<file path="src/rtl/mem_stage_bw.sv">
// mem_stage_bw: EX->ME pipeline registers with a byte-enabled data RAM and optional multi-cycle access latency.
// Defining MEM_MISALIGN_TRAP_EN traps misaligned accesses instead of force-aligning them.
module mem_stage_bw #(
    parameter int DEPTH_LOG2 = 6,
    parameter int MEM_LAT    = 0,
    parameter int BIG_ENDIAN = 0
) (
    input  logic        clk,
    input  logic        reset,
    input  logic        flush,
    input  logic        StallOther,
    input  logic [31:0] Result_EX,
    input  logic [31:0] WrDat_EX,
    input  logic        RegWrite_EX,
    input  logic        MemToReg_EX,
    input  logic        MemWrite_EX,
    input  logic [1:0]  MemSize_EX,
    input  logic        MemSigned_EX,
    input  logic [4:0]  WriteReg_EX,
    output logic        MemBusy,
    output logic [31:0] RdDat_ME,
    output logic [31:0] Result_ME,
    output logic [4:0]  WriteReg_ME,
    output logic        RegWrite_ME,
    output logic        MemToReg_ME,
    output logic        Misalign_ME,
    output logic [31:0] ResultRdDat_ME
);
    typedef enum logic {IDLE, BUSY} state_t;
    localparam logic [3:0] LAT = 4'(MEM_LAT);

    logic [31:0]           mem_q [2**DEPTH_LOG2];
    state_t                state_q;
    logic [3:0]            cnt_q;
    logic [31:0]           RdDat_q, Result_q;
    logic [4:0]            WriteReg_q;
    logic                  RegWrite_q, MemToReg_q, Misalign_q;
    logic                  memop, misalign, done, stall_eff, wr_en, RegWrite_d;
    logic [DEPTH_LOG2+1:0] addr;
    logic [DEPTH_LOG2-1:0] widx;
    logic [1:0]            blane;
    logic                  hlane;
    logic [3:0]            be;
    logic [31:0]           wdata, rword, RdDat_d;
    logic [7:0]            bsel;
    logic [15:0]           hsel;

    assign memop = MemWrite_EX | MemToReg_EX;

`ifdef MEM_MISALIGN_TRAP_EN
    assign misalign = memop & (((MemSize_EX == 2'b01) & Result_EX[0]) |
                               (MemSize_EX[1] & (|Result_EX[1:0])));
    assign addr     = Result_EX[DEPTH_LOG2+1:0];
`else
    assign misalign = 1'b0;
    always_comb begin
        addr = Result_EX[DEPTH_LOG2+1:0];
        if (MemSize_EX == 2'b01)
            addr[0] = 1'b0;
        else if (MemSize_EX[1])
            addr[1:0] = 2'b00;
    end
`endif

    assign widx  = addr[DEPTH_LOG2+1:2];
    assign blane = (BIG_ENDIAN != 0) ? ~addr[1:0] : addr[1:0];
    assign hlane = (BIG_ENDIAN != 0) ? ~addr[1] : addr[1];

    always_comb begin
        case (MemSize_EX)
            2'b00: begin
                be    = 4'b0001 << blane;
                wdata = {4{WrDat_EX[7:0]}};
            end
            2'b01: begin
                be    = hlane ? 4'b1100 : 4'b0011;
                wdata = {2{WrDat_EX[15:0]}};
            end
            default: begin
                be    = 4'b1111;
                wdata = WrDat_EX;
            end
        endcase
    end

    // Combinational read sees pre-write contents when a store targets the same word.
    assign rword = mem_q[widx];
    always_comb begin
        bsel = rword[{blane, 3'b000} +: 8];
        hsel = hlane ? rword[31:16] : rword[15:0];
        case (MemSize_EX)
            2'b00:   RdDat_d = {{24{MemSigned_EX & bsel[7]}}, bsel};
            2'b01:   RdDat_d = {{16{MemSigned_EX & hsel[15]}}, hsel};
            default: RdDat_d = rword;
        endcase
    end

    assign done       = (state_q == BUSY) && (cnt_q == 4'd1);
    assign MemBusy    = (MEM_LAT != 0) && memop && !done;
    assign stall_eff  = StallOther && (state_q != BUSY);
    assign wr_en      = MemWrite_EX & !flush & !misalign & ((MEM_LAT == 0) ? !StallOther : done);
    assign RegWrite_d = RegWrite_EX & !misalign;

    always_ff @(posedge clk) begin
        if (wr_en) begin
            for (int unsigned i = 0; i < 4; i++)
                if (be[i]) mem_q[widx][8*i +: 8] <= wdata[8*i +: 8];
        end
    end

    always_ff @(posedge clk or posedge reset) begin
        if (reset) begin
            state_q <= IDLE;
            cnt_q   <= '0;
        end else if (flush) begin
            state_q <= IDLE;
            cnt_q   <= '0;
        end else begin
            case (state_q)
                IDLE: if (MEM_LAT != 0 && memop && !StallOther) begin
                    state_q <= BUSY;
                    cnt_q   <= LAT;
                end
                BUSY: if (cnt_q == 4'd1) begin
                    state_q <= IDLE;
                    cnt_q   <= '0;
                end else begin
                    cnt_q <= cnt_q - 4'd1;
                end
            endcase
        end
    end

    // A busy access loads a bubble; data fields are held as don't-care.
    always_ff @(posedge clk or posedge reset) begin
        if (reset) begin
            RdDat_q <= '0; Result_q <= '0; WriteReg_q <= '0;
            RegWrite_q <= 1'b0; MemToReg_q <= 1'b0; Misalign_q <= 1'b0;
        end else if (flush) begin
            RdDat_q <= '0; Result_q <= '0; WriteReg_q <= '0;
            RegWrite_q <= 1'b0; MemToReg_q <= 1'b0; Misalign_q <= 1'b0;
        end else if (MemBusy) begin
            RegWrite_q <= 1'b0; MemToReg_q <= 1'b0; Misalign_q <= 1'b0;
        end else if (!stall_eff) begin
            RdDat_q    <= RdDat_d;
            Result_q   <= Result_EX;
            WriteReg_q <= WriteReg_EX;
            RegWrite_q <= RegWrite_d;
            MemToReg_q <= MemToReg_EX;
            Misalign_q <= misalign;
        end
    end

    assign RdDat_ME       = RdDat_q;
    assign Result_ME      = Result_q;
    assign WriteReg_ME    = WriteReg_q;
    assign RegWrite_ME    = RegWrite_q;
    assign MemToReg_ME    = MemToReg_q;
    assign Misalign_ME    = Misalign_q;
    assign ResultRdDat_ME = MemToReg_q ? RdDat_q : Result_q;
endmodule

</file>
<file path="config.mk">
export PLATFORM = sky130hd
export DESIGN_NAME = mem_stage_bw
export DESIGN_NICKNAME = d
export VERILOG_FILES = /design/src/rtl/mem_stage_bw.sv
export SDC_FILE = /design/constraint.sdc
export NUM_CORES = 2
export LEC_CHECK = 0
export ABC_AREA = 1
export CORE_UTILIZATION = 35
export DETAILED_ROUTE_END_ITERATION = 7
export GPL_ROUTABILITY_DRIVEN = 0
export PLACE_DENSITY = 0.5
export SLEW_MARGIN = 20
export SYNTH_ARGS = -nofsm -noshare
export SYNTH_HDL_FRONTEND = slang
export SYNTH_SLANG_ARGS = --single-unit
</file>
<file path="constraint.sdc">
create_clock -name clk -period 2.8 [get_ports clk]
set_clock_uncertainty 0.2 [all_clocks]
set_input_delay 0.56 -clock clk [delete_from_list [all_inputs] [get_ports clk]]
set_output_delay 0.56 -clock clk [all_outputs]
set_load 0.01 [all_outputs]
</file>
After elaboration in Yosys (flattened, before gate mapping)
Memories as Yosys holds them, arrays and structs flattened. Cells that the tools add are included.

Add/sub/neg operators: 1. Multiply operators: 0. Div/mod/pow operators: 0. $lt $le $gt $ge: 0. Equality and inequality tests: 3. Shift operators: 2. Multiplexer cells: 39. Bitwise gates (word level): 5. Reduce and logical (&&, ||, !) cells: 5.

Operator list (count): 32-bit 2-to-1 mux (5); 32-bit one-hot mux with 2 select lines (2); 32-bit by 6-bit indexed part select with 8-bit output (1); 1-bit 2-to-1 mux (23); 16-bit 2-to-1 mux (1); 4-bit 2-to-1 mux (4); 5-bit 2-to-1 mux (2); 4-bit one-hot mux with 2 select lines (1); 1-bit AND (4); 4-bit by 1-bit == test with 1-bit output, second input constant (1); 1-bit by 2-bit << shifter with 4-bit output, first input constant (1); 4-bit by 1-bit subtractor with 4-bit output, second input constant (1); 2-bit by 1-bit == test with 1-bit output, second input constant (1); 1-bit zero test (2); 2-bit zero test (1); 2-bit 2-to-1 mux (1); 2-bit inequality test, second input constant (1); 2-bit nonzero test (1); 1-bit logical AND (1); 1-bit inverter (1).

Register bits after elaboration: 77. Latch bits: 0. Bits in writable memories: 2048. ROM bits: 0. Input port bits: 79. Output and inout port bits: 105. Word-level logic and storage cells: 64. Memories: 1.

Memories: mem_q (depth 64, width 32, read ports 1, clocked after Yosys merged registers in 0, write ports 1, RTL line 32) `logic [31:0] mem_q [2**DEPTH_LOG2];`.

Depth between registers and ports, before layout
Word-level depth: 7. Depth in mapped cells: 20. Depth with buffers taken out: 17.

Least setup slack after synthesis
Ideal clock, no wire load.

Path type: input to register. Start point: input port MemSize_EX[1]. End point: memory mem_q[0][10], data pin. Library setup time: 0.702 ns. Arrival time: 3.355 ns. Required time: 1.898 ns. Slack: -1.457 ns. Stages on the path: 3. Path buffers: 1. Cells stage by stage: nor2_2 -> clkbuf_1 -> o21ai_0.

Cells in the longest elaborated chain, start to end: 2. Elaborated cells between the ends (all ways): 3. Those cells by class: eq/ne: 1; mux: 1; reduce/logical: 1.

Ends and longest elaborated chain: start, declared (RTL line 17) `input logic [1:0] MemSize_EX,`; 2-bit by 1-bit == test with 1-bit output or 2-bit zero test (tied branches) (RTL line 70) `case (MemSize_EX)`; 32-bit one-hot mux with 2 select lines * (RTL line 70); via wdata[10] (RTL line 44) `logic [31:0] wdata, rword, RdDat_d;`; end, declared (RTL line 32).

The timed path passes the listed nets; every way through them passes the cells marked *.

Worst setup path in the final report
Start point: register MemToReg_q (netlist: MemToReg_ME). End point: output port ResultRdDat_ME[8].

Cells in the longest elaborated chain, start to end: 1.

Ends and longest elaborated chain: start, declared (RTL line 37) `logic RegWrite_q, MemToReg_q, Misalign_q;`; start signal, assigned (RTL line 149) `MemToReg_q <= MemToReg_EX;`; 32-bit 2-to-1 mux (RTL line 160) `assign ResultRdDat_ME = MemToReg_q ? RdDat_q : Result_q;`; end, declared (RTL line 27) `output logic [31:0] ResultRdDat_ME`.

No other way between the ends.

==> summary.txt <==
Detailed routing
  – Initial DRC count: 6066
  – DRT Wirelength: just under 300000 µm
  – Residual DRC: 0
  – 1st-pass router iterations: 6
  – Drt wl/cell: 26.6 µm
  – Vias per cell: 5.15
  – Antenna-violating nets left: 0
  – Vias: approximately 56000

Placed design
  – DP Area: 0.0973 mm²
  – DP Wirelength: roughly 200000 µm
  – Port buffer count: roughly 180
  – Placed Cells: 10503

Synthesis
  – Dominant cell type by area after synthesis: edfxtp_1
  – Synth unique cells: 40
  – Post-synth top area share: 0.742
  – Register area share after synthesis: 0.765
  – Async SR Flop Fraction: 0.0358
  – Post-synth top flop: edfxtp_1
  – Yosys warnings: 0
  – Syn Area/Cell: 12.7 µm²
  – Cells after Synth: ~6500
  – Mapped Area: 0.0829 mm²
  – Top cells by area, synth: edfxtp_1 (74%), nand2_1 (9.6%), dfrtp_1 (2.3%)
  – Yosys reg bits: 2124
  – Post-synth EDFFs: around 2000

Finish
  – Final nets: ~7700
  – Area of the multi-input gates: 0.0173 mm²
  – Post-route cell area: 0.105 mm²
  – Final std cells w/o fill: 10945
  – Reg area: around 0.063 mm²
  – Layout area overhead: 26.8%
  – Share of cells above drive strength 1: 0.196
  – # fillers: 21329

Die
  – Die Ht: a little under 500 µm
  – Die area: 0.239 mm²
  – Die width: 489 µm
  – Number of I/O pins: 184
  – Core Box Area: 0.235 mm²
  – Site Rows: 178
  – Initial Utilization: 0.352

GRT
  – Vias in the first global route: 54438
  – Total track usage: 0.241
  – Antenna violations before repair: 10
  – Total gr overflow: 0
  – Largest net degree at the start of global routing: 65
  – First-pass GRT wire length: 409000 µm

STA
  – Hold Violations, Final: 0
  – Final min period: between 2000 and 3000 ps
  – Final Cycle Share: 0.992
  – TNS Setup: 0 ps
  – Actual slew at the worst max-slew pin: 775 ps
  – Rel. slew slack: 0.483
  – F_max: 360 MHz
  – Setup-failing EPs final: 0
  – RSZ-0062 raised after global routing: yes
  – Max-slew violations: 0

Clock network
  – Cts bufs inserted: 221
  – Clock sink count: 2124
  – Clock tree buffer depth: 3
  – CTS clk-pin slew, worst paths: 60 ps
  – CTS tree: built
  – Clock latency on the worst-skew pair: ~900 ps
  – H-tree Lvls: 4
  – Root Buffer: clkbuf_16

Setup path
  – Worst R2R Setup Slack: approximately 230 ps
  – Required time worst endpoint: 2040 ps
  – WS Path Type: reg -> out
  – Worst-path maximum fanout: 7
  – RR Endpoint: RdDat_ME[12]
  – CP Data Arrival Time: 2020 ps
  – Crit Reg-Reg Startpoint: mem_q[50][23]
  – Startpoint types: flip-flop
  – Register-to-Register Path Depth: 17
  – Endpoint type of the worst setup path: output port
  – CP startpoint: MemToReg_ME

Outcome
  – Status: complete, no violations

Hold path
  – Hold_sp: Result_EX[30]
  – Hold Path End: Result_ME[30]
  – Hold Crit Depth: 3
  – Worst hold path type: in -> reg

Pwr
  – Static leakage: 38.1 nW
  – Power per cell area: 660 mW/mm²
  – Peak VDD IR: 0.000725 V

Job
  – MaxCap Viol Count: 0
state kept, by name, indices dropped and copies added, names as in the netlist:
| signal | cells |
|---|---|
| mem_q | 2048 |
| RdDat_ME | 32 |
| Result_ME | 32 |
| WriteReg_ME | 5 |
| cnt_q | 4 |
| MemToReg_ME | 1 |
| RegWrite_ME | 1 |
| state_q | 1 |
placed cells by master, fill, tap and decap left out, types with 40 or more instances in the layout:
master / instances
nor2_1: 400
inv_1: 316
o21ai_1: 105
nand3_1: 253
edfxtp_1: 2048
clkinv_2: 45
a21oi_1: 62
clkinv_1: 57
nand2_1: 2075
clkbuf_1: 40
o21ai_0: 151
buf_12: 210
clkbuf_16: 225
buf_4: 784
nand4_1: 244
clkdlybuf4s50_1: 135
dfrtp_1: 64
a22oi_1: 231
Yosys cell counts (76+ instances only):
library cell and n:
inv_1 317, nand3_1 254, nor2_1 423, a22oi_1 233, o21ai_0 200, dfrtp_1 76
o21ai_1 91, nand4_1 244, clkbuf_1 107, edfxtp_1 2048, nand2_1 2117, buf_2 169
critical path, stage by stage (launching register included):
cell,delay (ps)
dfrtp_4,510
buf_12,170
clkbuf_16,170
nand2_1,70
o21ai_1,50
buf_2,130
worst max path at each step:
stage	endpoint	slack (ps)
final	ResultRdDat_ME[8]	20
after floorplan	mem_q[0][10]	-380
after detailed placement	RdDat_ME[2]	-1850
after global routing	ResultRdDat_ME[27]	-40
after global placement	RdDat_ME[2]	-1830
after CTS	RdDat_ME[2]	-50
metrics by stage:
stage | hold WS, ps | setup WS (ps) | total power [mW] | utilization
final | 66.1 | 22.9 | 69.3 | 0.447
after global routing | 45.3 | -36.1 | 71.1 | 0.447
after CTS | 2.50 | -54.5 | 69.7 | 0.446
after detailed placement | 298 | -1850 | 40.9 | 0.414
after global placement | 293 | -1830 | 40.9 | 0.414
after floorplan | 309 | -384 | 37.8 | -
logic make-up (layout without fill, tap and decap cells):
group,Yosys count,count (layout),synth area share
XOR/XNOR,2,2,0.000211
adder cells (fa/ha/maj),2,2,0.000302
flip-flops,2124,2124,0.765
AO/OA/AOI/OAI,636,636,0.0471
buffers and inverters,655,1934,0.0340
other,1,4,0.0000453
AND/OR/NAND/NOR,3092,3093,0.153
routing by layer:
layer  routed length (µm)  track usage  up-vias
met1               128000        0.339    28473
met4                12500       0.0970        6
met5                   46            0        -
met2               131000        0.375     2254
li1                     -            -    25185
met3                19900       0.0354      455
layout make-up:
cell class | instances | share of cell area
flip-flops and latches | 2124 | 0.603
clock buffers | 266 | 0.0548
diodes | 2 | 0.0000476
repair buffers | 1203 | 0.115
well taps | 3150 | 0.0375
multi-input cells | 3735 | 0.165
inverters | 327 | 0.0120
clock inverters | 138 | 0.0123
power by group:
part           total, mW  leakage, nW  internal [mW]  switching (mW)
combinational       5.13         15.7           1.81            3.32
clock               28.9         3.45           16.3            12.6
sequential          35.3         18.9           35.2           0.127
total               69.3         38.1           53.3            16.1
what timing repair did:
action	in CTS	in global routing
pin swaps	16	17
hold buffers	14	0
gates cloned	3	3
setup endpoints to repair	208	68
hold endpoints to repair	59	0
gates resized for setup	280	43
buffers inserted	14	2
Power figures use the tool's default switching activity.
